**src/rtl/store_align_unit.sv**
```systemverilog
// Store alignment unit: turns a right-justified store of 1/2/4/8 bytes into one or
// two lane-aligned bus write beats with byte strobes, or rejects it as misaligned.
package store_align_pkg;
  typedef enum logic [1:0] {
    MSIZE1 = 2'd0,
    MSIZE2 = 2'd1,
    MSIZE4 = 2'd2,
    MSIZE8 = 2'd3
  } msize_t;
endpackage

module store_align_unit
  import store_align_pkg::*;
#(
  parameter int BUS_BYTES = 8,
  parameter bit SPLIT_EN  = 1'b1
) (
  input  logic                   clk,
  input  logic                   reset,
  input  logic                   in_valid,
  output logic                   in_ready,
  input  logic [63:0]            in_addr,
  input  logic [63:0]            in_data,
  input  msize_t                 in_msize,
  output logic                   req_valid,
  input  logic                   req_ready,
  output logic [63:0]            req_addr,
  output logic [8*BUS_BYTES-1:0] req_data,
  output logic [BUS_BYTES-1:0]   req_strobe,
  input  logic                   resp_ok,
  output logic                   done,
  output logic                   misalign
);

  localparam int OFF_W = $clog2(BUS_BYTES);
  localparam int SW    = 2 * BUS_BYTES;
  localparam int BW    = 8 * BUS_BYTES;
  localparam int DW    = 2 * BW;

  typedef enum logic [2:0] {IDLE, REQ0, WAIT0, REQ1, WAIT1, FIN} state_t;

  state_t            state_q, state_d;
  logic [63:0]       base_q, base_d;
  logic [DW-1:0]     data_q, data_d;
  logic [SW-1:0]     strobe_q, strobe_d;
  logic              crossing_q, crossing_d;
  logic              illegal_q, illegal_d;

  logic [OFF_W-1:0]  off;
  logic [3:0]        size_bytes;
  logic [SW-1:0]     size_mask;
  logic              accept;
  logic              hi_beat;

  assign accept = in_valid && (state_q == IDLE);

  // Alignment datapath: both beats are formed at accept time from one double-width shift.
  // NOTE: every signal assigned in always_comb gets a value first, so no latch is inferred.
  always_comb begin
    off        = in_addr[OFF_W-1:0];
    size_bytes = 4'd1;
    size_mask  = SW'(8'h01);
    unique case (in_msize)
      MSIZE1: begin size_bytes = 4'd1; size_mask = SW'(8'h01); end
      MSIZE2: begin size_bytes = 4'd2; size_mask = SW'(8'h03); end
      MSIZE4: begin size_bytes = 4'd4; size_mask = SW'(8'h0F); end
      MSIZE8: begin size_bytes = 4'd8; size_mask = SW'(8'hFF); end
    endcase
    strobe_d = size_mask << off;
    data_d   = DW'(in_data) << {off, 3'b000};
    for (int i = 0; i < SW; i++) begin
      if (!strobe_d[i]) data_d[8*i +: 8] = 8'h00;
    end
    crossing_d = |strobe_d[SW-1:BUS_BYTES];
    illegal_d  = (crossing_d && !SPLIT_EN) ||
                 ((size_bytes > 4'(BUS_BYTES)) && (off != '0));
    base_d     = {in_addr[63:OFF_W], {OFF_W{1'b0}}};
  end

  // NOTE: sequential state uses non-blocking assignments so all flops update together.
  always_ff @(posedge clk or posedge reset) begin
    if (reset) begin
      state_q    <= IDLE;
      base_q     <= '0;
      data_q     <= '0;
      strobe_q   <= '0;
      crossing_q <= 1'b0;
      illegal_q  <= 1'b0;
    end else begin
      state_q <= state_d;
      if (accept) begin
        base_q     <= base_d;
        data_q     <= data_d;
        strobe_q   <= strobe_d;
        crossing_q <= crossing_d;
        illegal_q  <= illegal_d;
      end
    end
  end

  always_comb begin
    state_d = state_q;
    unique case (state_q)
      IDLE:  if (accept)    state_d = illegal_d ? FIN : REQ0;
      REQ0:  if (req_ready) state_d = WAIT0;
      WAIT0: if (resp_ok)   state_d = crossing_q ? REQ1 : FIN;
      REQ1:  if (req_ready) state_d = WAIT1;
      WAIT1: if (resp_ok)   state_d = FIN;
      FIN:                  state_d = IDLE;
      default:              state_d = IDLE;
    endcase
  end

  // Beat fields come straight from registers, so they hold steady while req_ready is low.
  always_comb begin
    hi_beat    = (state_q == REQ1) || (state_q == WAIT1);
    in_ready   = (state_q == IDLE);
    req_valid  = (state_q == REQ0) || (state_q == REQ1);
    req_addr   = base_q + (hi_beat ? 64'(BUS_BYTES) : 64'd0);
    req_data   = hi_beat ? data_q[DW-1:BW] : data_q[BW-1:0];
    req_strobe = hi_beat ? strobe_q[SW-1:BUS_BYTES] : strobe_q[BUS_BYTES-1:0];
    done       = (state_q == FIN);
    misalign   = (state_q == FIN) && illegal_q;
  end

endmodule

```
**config.mk**
```make
export PLATFORM = sky130hd
export DESIGN_NAME = store_align_unit
export DESIGN_NICKNAME = d
export VERILOG_FILES = /design/src/rtl/store_align_unit.sv
export SDC_FILE = /design/constraint.sdc
export NUM_CORES = 1
export LEC_CHECK = 0
export CAP_MARGIN = 25
export CORE_MARGIN = 2
export CORE_UTILIZATION = 52
export CTS_CLUSTER_DIAMETER = 30
export CTS_CLUSTER_SIZE = 30
export DETAILED_ROUTE_END_ITERATION = 6
export DONT_BUFFER_PORTS = 1
export MAX_ROUTING_LAYER = met4
export PLACE_DENSITY = 0.7
export SLEW_MARGIN = 20
export SYNTH_ARGS = -nofsm -noshare
export SYNTH_HDL_FRONTEND = slang
export SYNTH_SLANG_ARGS = --single-unit
```
**constraint.sdc**
```tcl
create_clock -name clk -period 5.82 [get_ports clk]
set_input_delay 0.291 -clock clk [delete_from_list [all_inputs] [get_ports clk]]
set_output_delay 0.291 -clock clk [all_outputs]
set_load 0.01 [all_outputs]
```
==> summary.md, run 1 <==
| Metric | Value |
|---|---|
| Outcome | finished, final reports clean |
| Setup TNS | 0 ns |
| Cell accounting for the most synthesized area | dfrtp_1 |
| Drc violations | 0 |
| Slew HR | 0.321 |
| CTS clk-pin slew, worst paths | 0.05 ns |
| Slew Viols, Final | 0 |
| Die span in x | 154 µm |
| Overall Global Routing Usage | 0.339 |
| First-pass GRT wire length | 60800 µm |
| Vias | 10800 |
| CTS root buf | clkbuf_16 |
| Hold path cells | 2 |
| Max Cap Viol | 0 |
| CTS tree | done |
| Initial Util | 0.532 |
| Worst VDD drop | 0.000322 V |
| Post-synth EDFFs | 0 |
| Critical path fanouts, max | 65 |
| Clk sinks | 201 |
| Synth Area per Inst | 8.42 µm² |
| Initial drt markers | 1462 |
| Synth cell count leaders | 482 x nand2_1, 201 x dfrtp_1, 113 x o21ai_0 |
| Power per Cell Area | 501 nW/µm² |
| CP Data Required Time | 5.53 ns |
| Drt total wl | 39400 µm |
| WL/cell | 22.3 µm |
| Synth warnings | 0 |
| Final hold vios | 0 |
| Fmax achieved | 223 MHz |
| Worst Tran Pin Value | 1.01 ns |
| Period minus WS final | 4.48 ns |
| Die ar. | 23700 µm² |
| Share of layout cells above drive strength 1 | 0.103 |
| Min-Delay Path Class | input pin to flop |
| Port bufs | 0 |
| Slowest cell delay on critical path | 0.67 ns |
| Worst skew pair latency | 0.53 ns |
| Level count of the clock H-tree | 2 |
| Setup Fix Bufs, Post-CTS | 0 |
| Critical path launch point type | flop |
| Area grow syn2layout | 23.1% |
| Yosys cell types | 55 |
| Nets@finish | 1586 |
| Ys flop type | dfrtp_1 |
| Count leader, synth | nand2_1 |
| CP Capture Type | output port |
| Seq cells post-synth | 201 |
| Post-synth design cell area | 11700 µm² |
| RSZ-0062 raised after global routing | no |
| Drt pass-1 iters | 6 |
| I/O pins | 275 |
| Die Ht | 154 µm |
| Crit-path slowest cell | nor3_1 |
| Detailed Place HPWL | 25600 µm |
| Async SR Flop Fraction | 1.00 |
| Largest cells by area after synthesis | dfrtp_1 43%, nand2_1 15%, mux2i_1 6.9%, o21ai_0 4.8%, a22o_1 4.8% |
| CP arrival | 4.19 ns |
| Top delay family on crit path | simple AND/OR/NAND/NOR gates |
| Cells after DPL | 1591 |
| GPL Wtd Cong | 1.00 |
| Layout fillers | 1738 |
| R2r worst-path depth | 4 |
| Clk buf depth | 3 |
| Crit-path cells | nand2b_1 -> inv_1 -> a21oi_4 -> inv_2 -> buf_4 -> ha_1 -> nand4_1 -> nor3_1 -> nand4_1 -> nor3_1 -> xnor2_1 |
| Antenna Nets Post-Route | 0 |
| Crit Path Category | flop to output port |
| Clock skew | 0.0251 ns |
| Via density | 6.10 |
| Static leakage | 6.90 nW |
| Largest net degree at the start of global routing | 147 |
| Buf/Inv on CP | 3 |
| Antenna violations before repair | 0 |
| Total global routing overflow | 0 |
| Ant diodes | 0 |
| Number of cells on the critical path | 11 |
| Sequential fraction of the synthesis area | 0.430 |
| Synth Instances | 1388 |
| Rows | 54 |
| Non-Filler Instances | 1765 |
| Vias in the first global route | 10700 |
| # setup viols final | 0 |
| Tcrit/Tclk final | 0.769 |
| CTS Buf Count | 47 |
| Core area | 22000 µm² |
| Post-synth top area share | 0.430 |
path summary, 6_finish.rpt:
| path | startpoint | end | slack, ns |
|---|---|---|---|
| setup / recovery | state_q[2] | req_addr[58] | 1.34 |
| max in group asynchronous | reset | data_q[10] | 4.08 |
| min in group asynchronous | reset | base_q[17] | 0.39 |
| hold / removal | in_data[59] | data_q[107] | 0.03 |
| hold reg to reg | data_q[61] | data_q[61] | 0.47 |
| setup reg to reg | state_q[1] | data_q[4] | 2.49 |
where the power goes:
group          switching [mW]  total (mW)  internal (mW)
sequential              0.463        2.36           1.90
clock                   0.825        2.85           2.02
combinational            1.38        2.00          0.620
final cells by class:
| cell class | instances | area [µm²] | share of cell area |
|---|---|---|---|
| clock buffer | 54 | 1250 | 0.0871 |
| clock inverter | 32 | 475 | 0.0331 |
| inverter | 17 | 71.3 | 0.00496 |
| multi-input combinational | 1084 | 6260 | 0.435 |
| sequential | 201 | 5030 | 0.350 |
| tap | 280 | 350 | 0.0244 |
| timing repair buffer | 97 | 946 | 0.0658 |
per-stage QoR:
step / setup WS (ns) / power [mW] / hold slack (ns) / area [µm²] / util
2_1_floorplan: 0.0466 / 3.75 / 0.396 / 11700 / -
6_report: 1.34 / 7.21 / 0.0283 / 14400 / 0.655
5_1_grt: 1.12 / 7.58 / 0.0265 / 14400 / 0.655
4_1_cts: 1.43 / 7.19 / 0.00297 / 14400 / 0.655
3_5_place_dp: 1.96 / 4.26 / 0.314 / 11800 / 0.536
3_3_place_gp: 2.05 / 4.21 / 0.301 / 11800 / 0.536
cells by family (layout without fill, tap and decap cells):
family	Yosys count	in the layout	synth area share
AO/OA/AOI/OAI	233	233	0.130
XOR/XNOR	59	59	0.0442
other	1	3	0.000321
AND/OR/NAND/NOR	663	663	0.245
buffers and inverters	105	200	0.0369
multiplexers	121	121	0.108
flip-flops	201	201	0.430
adder cells (fa/ha/maj)	5	5	0.00493
layer usage:
layer,part of all wire,global-route usage
met1,0.39,0.412
met4,0.048,0.163
met5,0,-
met2,0.45,0.521
met3,0.11,0.100
placed cells by master, fill, tap and decap left out, types with 14 or more instances in the layout:
master | synthesis | layout
inv_1 | 15 | 14
mux2i_1 | 80 | 80
dfrtp_1 | 201 | 201
o21ai_0 | 113 | 113
clkbuf_16 | 0 | 47
xor2_1 | 29 | 29
nand4_1 | 23 | 23
a21o_1 | 17 | 17
mux2_2 | 41 | 41
a21oi_1 | 19 | 18
a22o_1 | 64 | 64
dlygate4sd3_1 | 0 | 87
nand3_1 | 23 | 23
and2_1 | 15 | 14
xnor2_1 | 30 | 30
nor3_1 | 18 | 18
nor2_1 | 45 | 45
nand2_1 | 482 | 482
state kept, by name, summed over array words and instances (netlist names):
name	flops
data_q	120
base_q	61
state_q	3
crossing_q	1
illegal_q	1
strobe_q	15
repair_timing:
item / 4_1_cts / 5_1_grt
hold endpoints to repair: 202 / 0
resized for setup: 0 / 0
hold buffers: 87 / 0
No activity file was read; power rests on OpenSTA's default activity.
==> run 2: changes to the inputs <==
Settings changed: PLACE_DENSITY 0.7 to 0.67.
Clock period 5.82 ns to 4.5 ns, I/O delays scaled along.
==> run 2 against run 1 <==
Compared with the run above: sequential cell count unchanged; first-iteration DRC count down 26%; non-clock buffer count is 17 higher; clock power rose by 36%; critical path depth shrank 1; global-route usage up 0.76 points; cell count rose by 1.6%; utilization rose by 1.6 points; largest cell class unchanged; clock-buffer cell count increased by 15; final area rose by 2.4%; largest power group unchanged; sequential share of layout area down 0.83 points.
==> summary.md, run 2 (synthesized netlist as in run 1, its figures left out) <==
| Metric | Value |
|---|---|
| Largest net degree at the start of global routing | 202 |
| Final hold vios | 0 |
| Period minus WS final | 3.68 ns |
| CP Data Required Time | 4.28 ns |
| GPL Wtd Cong | 0.957 |
| Outcome | finished, final reports clean |
| Antenna Nets Post-Route | 0 |
| Slowest cell delay on critical path | 0.68 ns |
| Die Ht | 154 µm |
| RSZ-0062 raised after global routing | no |
| Share of layout cells above drive strength 1 | 0.106 |
| Most frequent cells in the layout | 482 x nand2_1, 201 x dfrtp_1, 113 x o21ai_0, 99 x dlygate4sd3_1, 80 x mux2i_1 |
| Worst Tran Pin Value | 1.09 ns |
| Crit path top cell by count | ha_1 |
| Port bufs | 0 |
| Static leakage | 7.04 nW |
| CTS root buf | clkbuf_16 |
| Buf/Inv on CP | 2 |
| Crit-path cells | nand2b_1 -> inv_1 -> a21oi_4 -> inv_2 -> ha_1 -> ha_1 -> nand3_1 -> nand4bb_1 -> nor3_1 -> xor2_1 |
| Drt pass-1 iters | 5 |
| Largest register FFs | 120 |
| Worst VDD drop | 0.000486 V |
| WL/cell | 22.5 µm |
| Rows | 54 |
| Overall Global Routing Usage | 0.347 |
| CTS tree | done |
| Final Power | 9.58 mW |
| Antenna violations before repair | 1 |
| Crit Path Category | flop to output port |
| Detailed Place HPWL | 25800 µm |
| Area grow syn2layout | 26.1% |
| Top reg by flops | data_q |
| Setup TNS | 0 ns |
| CP Capture Type | output port |
| Clock skew | 0.0140 ns |
| Biggest regs | data_q x120, base_q x61, strobe_q x15 |
| Total global routing overflow | 0 |
| CP arrival | 3.45 ns |
| Tcrit/Tclk final | 0.818 |
| Power per Cell Area | 650 nW/µm² |
| Critical path launch point type | flop |
| Slew HR | 0.271 |
| Top delay family on crit path | simple AND/OR/NAND/NOR gates |
| CTS clk-pin slew, worst paths | 0.05 ns |
| Core area | 22000 µm² |
| Max Cap Viol | 0 |
| Via density | 6.06 |
| Level count of the clock H-tree | 2 |
| # setup viols final | 0 |
| Vias in the first global route | 10700 |
| CTS Buf Count | 53 |
| Vias | 10900 |
| I/O pins | 275 |
| Drc violations | 0 |
| Die ar. | 23700 µm² |
| Drt total wl | 40400 µm |
| Crit-path slowest cell | nand4bb_1 |
| First-pass GRT wire length | 61900 µm |
| Initial drt markers | 1076 |
| Slew Viols, Final | 0 |
| Commonest non-fill, non-tap cell in the layout | nand2_1 |
| Worst skew pair latency | 0.56 ns |
| CTS resizes | 0 |
| Nets@finish | 1609 |
| Clk sinks | 201 |
| Fmax achieved | 272 MHz |
| Min-Delay Path Class | input pin to flop |
| Clk buf depth | 3 |
| Initial Util | 0.532 |
| Critical path fanouts, max | 9 |
| Die span in x | 154 µm |
[run 2: metal layers]
metal | vias to the layer above | GRT usage | share of wire | wire length (µm)
met5 | - | - | 0 | 0
met4 | 0 | 0.163 | 0.047 | 1890
met3 | 105 | 0.0967 | 0.11 | 4420
met2 | 616 | 0.544 | 0.46 | 18500
met1 | 5225 | 0.416 | 0.39 | 15600
li1 | 4923 | - | - | -
[run 2: power breakdown]
group	total (mW)	internal (mW)	leakage [nW]	switching (mW)
clock	3.88	2.72	0.883	1.16
combinational	2.66	0.840	3.51	1.82
sequential	3.03	2.45	2.65	0.580
[run 2: stage by stage]
stage	utilization	area, µm²	hold WS [ns]	setup slack, ns	cells
after CTS	0.668	14700	0.0000636	0.844	1789
after detailed placement	0.537	11800	0.336	1.42	1593
final	0.671	14700	0.00698	0.820	1794
after global routing	0.671	14700	0.0153	0.595	1794
after global placement	0.537	11800	0.333	1.53	1592
after floorplan	-	11700	0.330	1.46	1390
[run 2: path summary, 6_finish.rpt]
kind | startpoint | end | slack [ns] | cells after the start
worst max-delay path | state_q[2] | req_addr[51] | 0.82 | 10
worst min-delay path | in_addr[1] | data_q[95] | 0.007 | 2
worst max register to register | state_q[1] | data_q[47] | 2.13 | 5
worst min register to register | data_q[62] | data_q[62] | 0.47 | 2
max in group asynchronous | reset | data_q[68] | 3.23 | 4
min in group asynchronous | reset | base_q[22] | 0.25 | 3
[run 2: worst reg2reg max path: cells and delay by family (launching register included)]
family,cells,cell delay (ns)
AOI/OAI and AO/OA,2,1.18
and+or+nand+nor,2,0.45
buffers and inverters,1,0.19
DFF,1,0.48
[run 2: area by class of cell]
type	instances	area [µm²]
flip-flops and latches	201	5030
inverters	17	67.6
clock buffers	69	1460
diodes	2	5.00
well taps	280	350
repair buffers	114	1180
multi-input cells	1084	6260
fillers	1767	7230
clock inverters	27	390
[run 2: timing repair]
action / in CTS / in global routing
hold buffers: 100 / 0
endpoints found under the hold margin: 306 / 0
buffers inserted: 0 / 0
==> run 3: changes to the inputs <==
Settings changed: PLACE_DENSITY 0.67 to 0.7.
Clock period 4.5 ns to 3.25 ns, I/O delays scaled along.
==> run 3 against run 2 <==
Compared with the run above: combinational power up 44%; worst hold slack improved by 0.0074 ns; wire length is 0.38% higher; clock-buffer cell count shrank 11; register-to-register slack got worse by 1.3 ns; critical path depth rose by 2; die area did not move; global-route usage is 0.43 points higher; sequential power rose by 40%.
==> summary.md, run 3 (synthesized netlist as in run 1, its figures left out) <==
| Metric | Value |
|---|---|
| Power per Cell Area | 865 nW/µm² |
| Period minus WS final | 3.14 ns |
| Rows | 54 |
| CP arrival | 2.98 ns |
| Antenna Nets Post-Route | 0 |
| Top delay family on crit path | simple AND/OR/NAND/NOR gates |
| Share of layout cells above drive strength 1 | 0.123 |
| Nets@finish | 1626 |
| Min-Delay Path Class | input pin to flop |
| Antenna violations before repair | 1 |
| Final hold vios | 0 |
| Worst VDD drop | 0.000791 V |
| Drc violations | 0 |
| Crit-path slowest cell | dfrtp_2 |
| CP Capture Type | output port |
| Critical path fanouts, max | 5 |
| Largest net degree at the start of global routing | 73 |
| Biggest regs | data_q x120, base_q x61, strobe_q x15 |
| Layout fillers | 1753 |
| Drt pass-1 iters | 7 |
| CTS root buf | clkbuf_16 |
| Die span in x | 154 µm |
| Initial Util | 0.532 |
| Crit-path cells | nand2b_4 -> inv_2 -> a21oi_4 -> inv_2 -> ha_2 -> nand4_1 -> nor3_2 -> buf_4 -> nand4_1 -> nor2_1 -> xor2_1 -> buf_4 |
| # setup viols final | 0 |
| Most frequent cells in the layout | 482 x nand2_1, 198 x dfrtp_1, 113 x o21ai_0, 99 x dlygate4sd3_1, 80 x mux2i_1 |
| Crit Path Category | flop to output port |
| Port bufs | 0 |
| Area grow syn2layout | 25.9% |
| CTS tree | done |
| Vias | 10900 |
| Overall Global Routing Usage | 0.351 |
| Die ar. | 23700 µm² |
| Drt total wl | 40600 µm |
| Clk sinks | 201 |
| Vias in the first global route | 10700 |
| WL/cell | 22.5 µm |
| Die Ht | 154 µm |
| RSZ-0062 raised after global routing | yes |
| Largest register FFs | 120 |
| Tcrit/Tclk final | 0.966 |
| Worst Tran Pin Value | 0.874 ns |
| CP Data Required Time | 3.09 ns |
| Commonest non-fill, non-tap cell in the layout | nand2_1 |
| Clock skew | 0.0281 ns |
| Via density | 6.01 |
| Max Cap Viol | 0 |
| Core area | 22000 µm² |
| Slowest cell delay on critical path | 0.44 ns |
| Pre-CTS WS | 0.377 ns |
| I/O pins | 275 |
| Core Util, Final | 0.670 |
| Initial drt markers | 997 |
| CTS clk-pin slew, worst paths | 0.05 ns |
| GPL Wtd Cong | 0.956 |
| Slew Viols, Final | 0 |
| Setup ws final | 0.112 ns |
| Detailed Place HPWL | 27000 µm |
| Critical path launch point type | flop |
| Level count of the clock H-tree | 2 |
| Total global routing overflow | 0 |
| Outcome | finished, final reports clean |
| Top reg by flops | data_q |
| Buf/Inv on CP | 4 |
| Worst skew pair latency | 0.55 ns |
| Setup TNS | 0 ns |
| CTS Buf Count | 47 |
| Slew HR | 0.417 |
| Static leakage | 7.05 nW |
| First-pass GRT wire length | 62700 µm |
| Clk buf depth | 3 |
| Fmax achieved | 319 MHz |
-- run 3: cell types whose count changed in the layout (fill, tap and decap cells not counted), sizes merged --
cell / before / now
clkbuf: 69 / 58
inv: 18 / 17
clkinvlp: 8 / 6
bufinv: 8 / 5
clkinv: 10 / 16
buf: 15 / 38
-- run 3: repair_timing --
action,CTS,global route
gates cloned,0,0
setup endpoints to repair,6,18
hold buffers,101,0
setup buffers,1,5
hold endpoints to repair,200,0
pin swaps,1,4
gates resized for setup,2,9
-- run 3: power breakdown --
group | switching, mW | leakage (nW) | total [mW] | internal, mW
registers | 0.830 | 2.64 | 4.23 | 3.40
clock network | 1.51 | 0.768 | 4.67 | 3.16
logic | 2.55 | 3.63 | 3.83 | 1.27
total | 4.89 | 7.05 | 12.7 | 7.83
-- run 3: area by class of cell --
type                            count  area (µm²)  share of cell area
Multi-Input combinational cell   1084        6290               0.428
Antenna cell                        2        5.00            0.000340
Clock buffer                       58        1270              0.0862
Timing Repair Buffer              137        1370              0.0932
Sequential cell                   201        5030               0.342
Tap cell                          280         350              0.0238
Inverter                           17        67.6             0.00459
Clock inverter                     27         318              0.0216
-- run 3: path summary, 6_finish.rpt --
| path | startpoint | end | slack (ns) | depth (start not counted) |
|---|---|---|---|---|
| max in group asynchronous | reset | data_q[50] | 2.14 | 3 |
| setup reg to reg | state_q[2] | data_q[22] | 0.79 | 8 |
| setup / recovery | state_q[2] | req_addr[54] | 0.11 | 12 |
| hold / removal | in_data[10] | data_q[50] | 0.01 | 3 |
| hold reg to reg | strobe_q[7] | strobe_q[7] | 0.46 | 2 |
| min in group asynchronous | reset | data_q[118] | 0.22 | 2 |
-- run 3: metal layers --
layer	global-route usage	routed length, µm
met1	0.439	15800
met2	0.526	18300
met3	0.110	4630
met4	0.154	1850
met5	-	0
-- run 3: through the flow --
stage | std cells | cell area [µm²] | hold WS (ns) | power [mW]
floorplan | 1390 | 11700 | 0.268 | 6.71
global placement | 1611 | 12000 | 0.151 | 7.71
detailed placement | 1611 | 12000 | 0.162 | 7.80
CTS | 1798 | 14600 | 0.000635 | 12.7
global route | 1806 | 14700 | 0.0221 | 13.4
finish | 1806 | 14700 | 0.0144 | 12.7
-- run 3: worst register-to-register path, stage by stage (launching register included) --
cell	delay, ns
dfrtp_2	0.41
buf_4	0.14
nor3_1	0.04
buf_4	0.17
nand2_8	0.34
buf_4	0.51
nor2_1	0.07
o21ai_1	0.42
o21ai_0	0.20
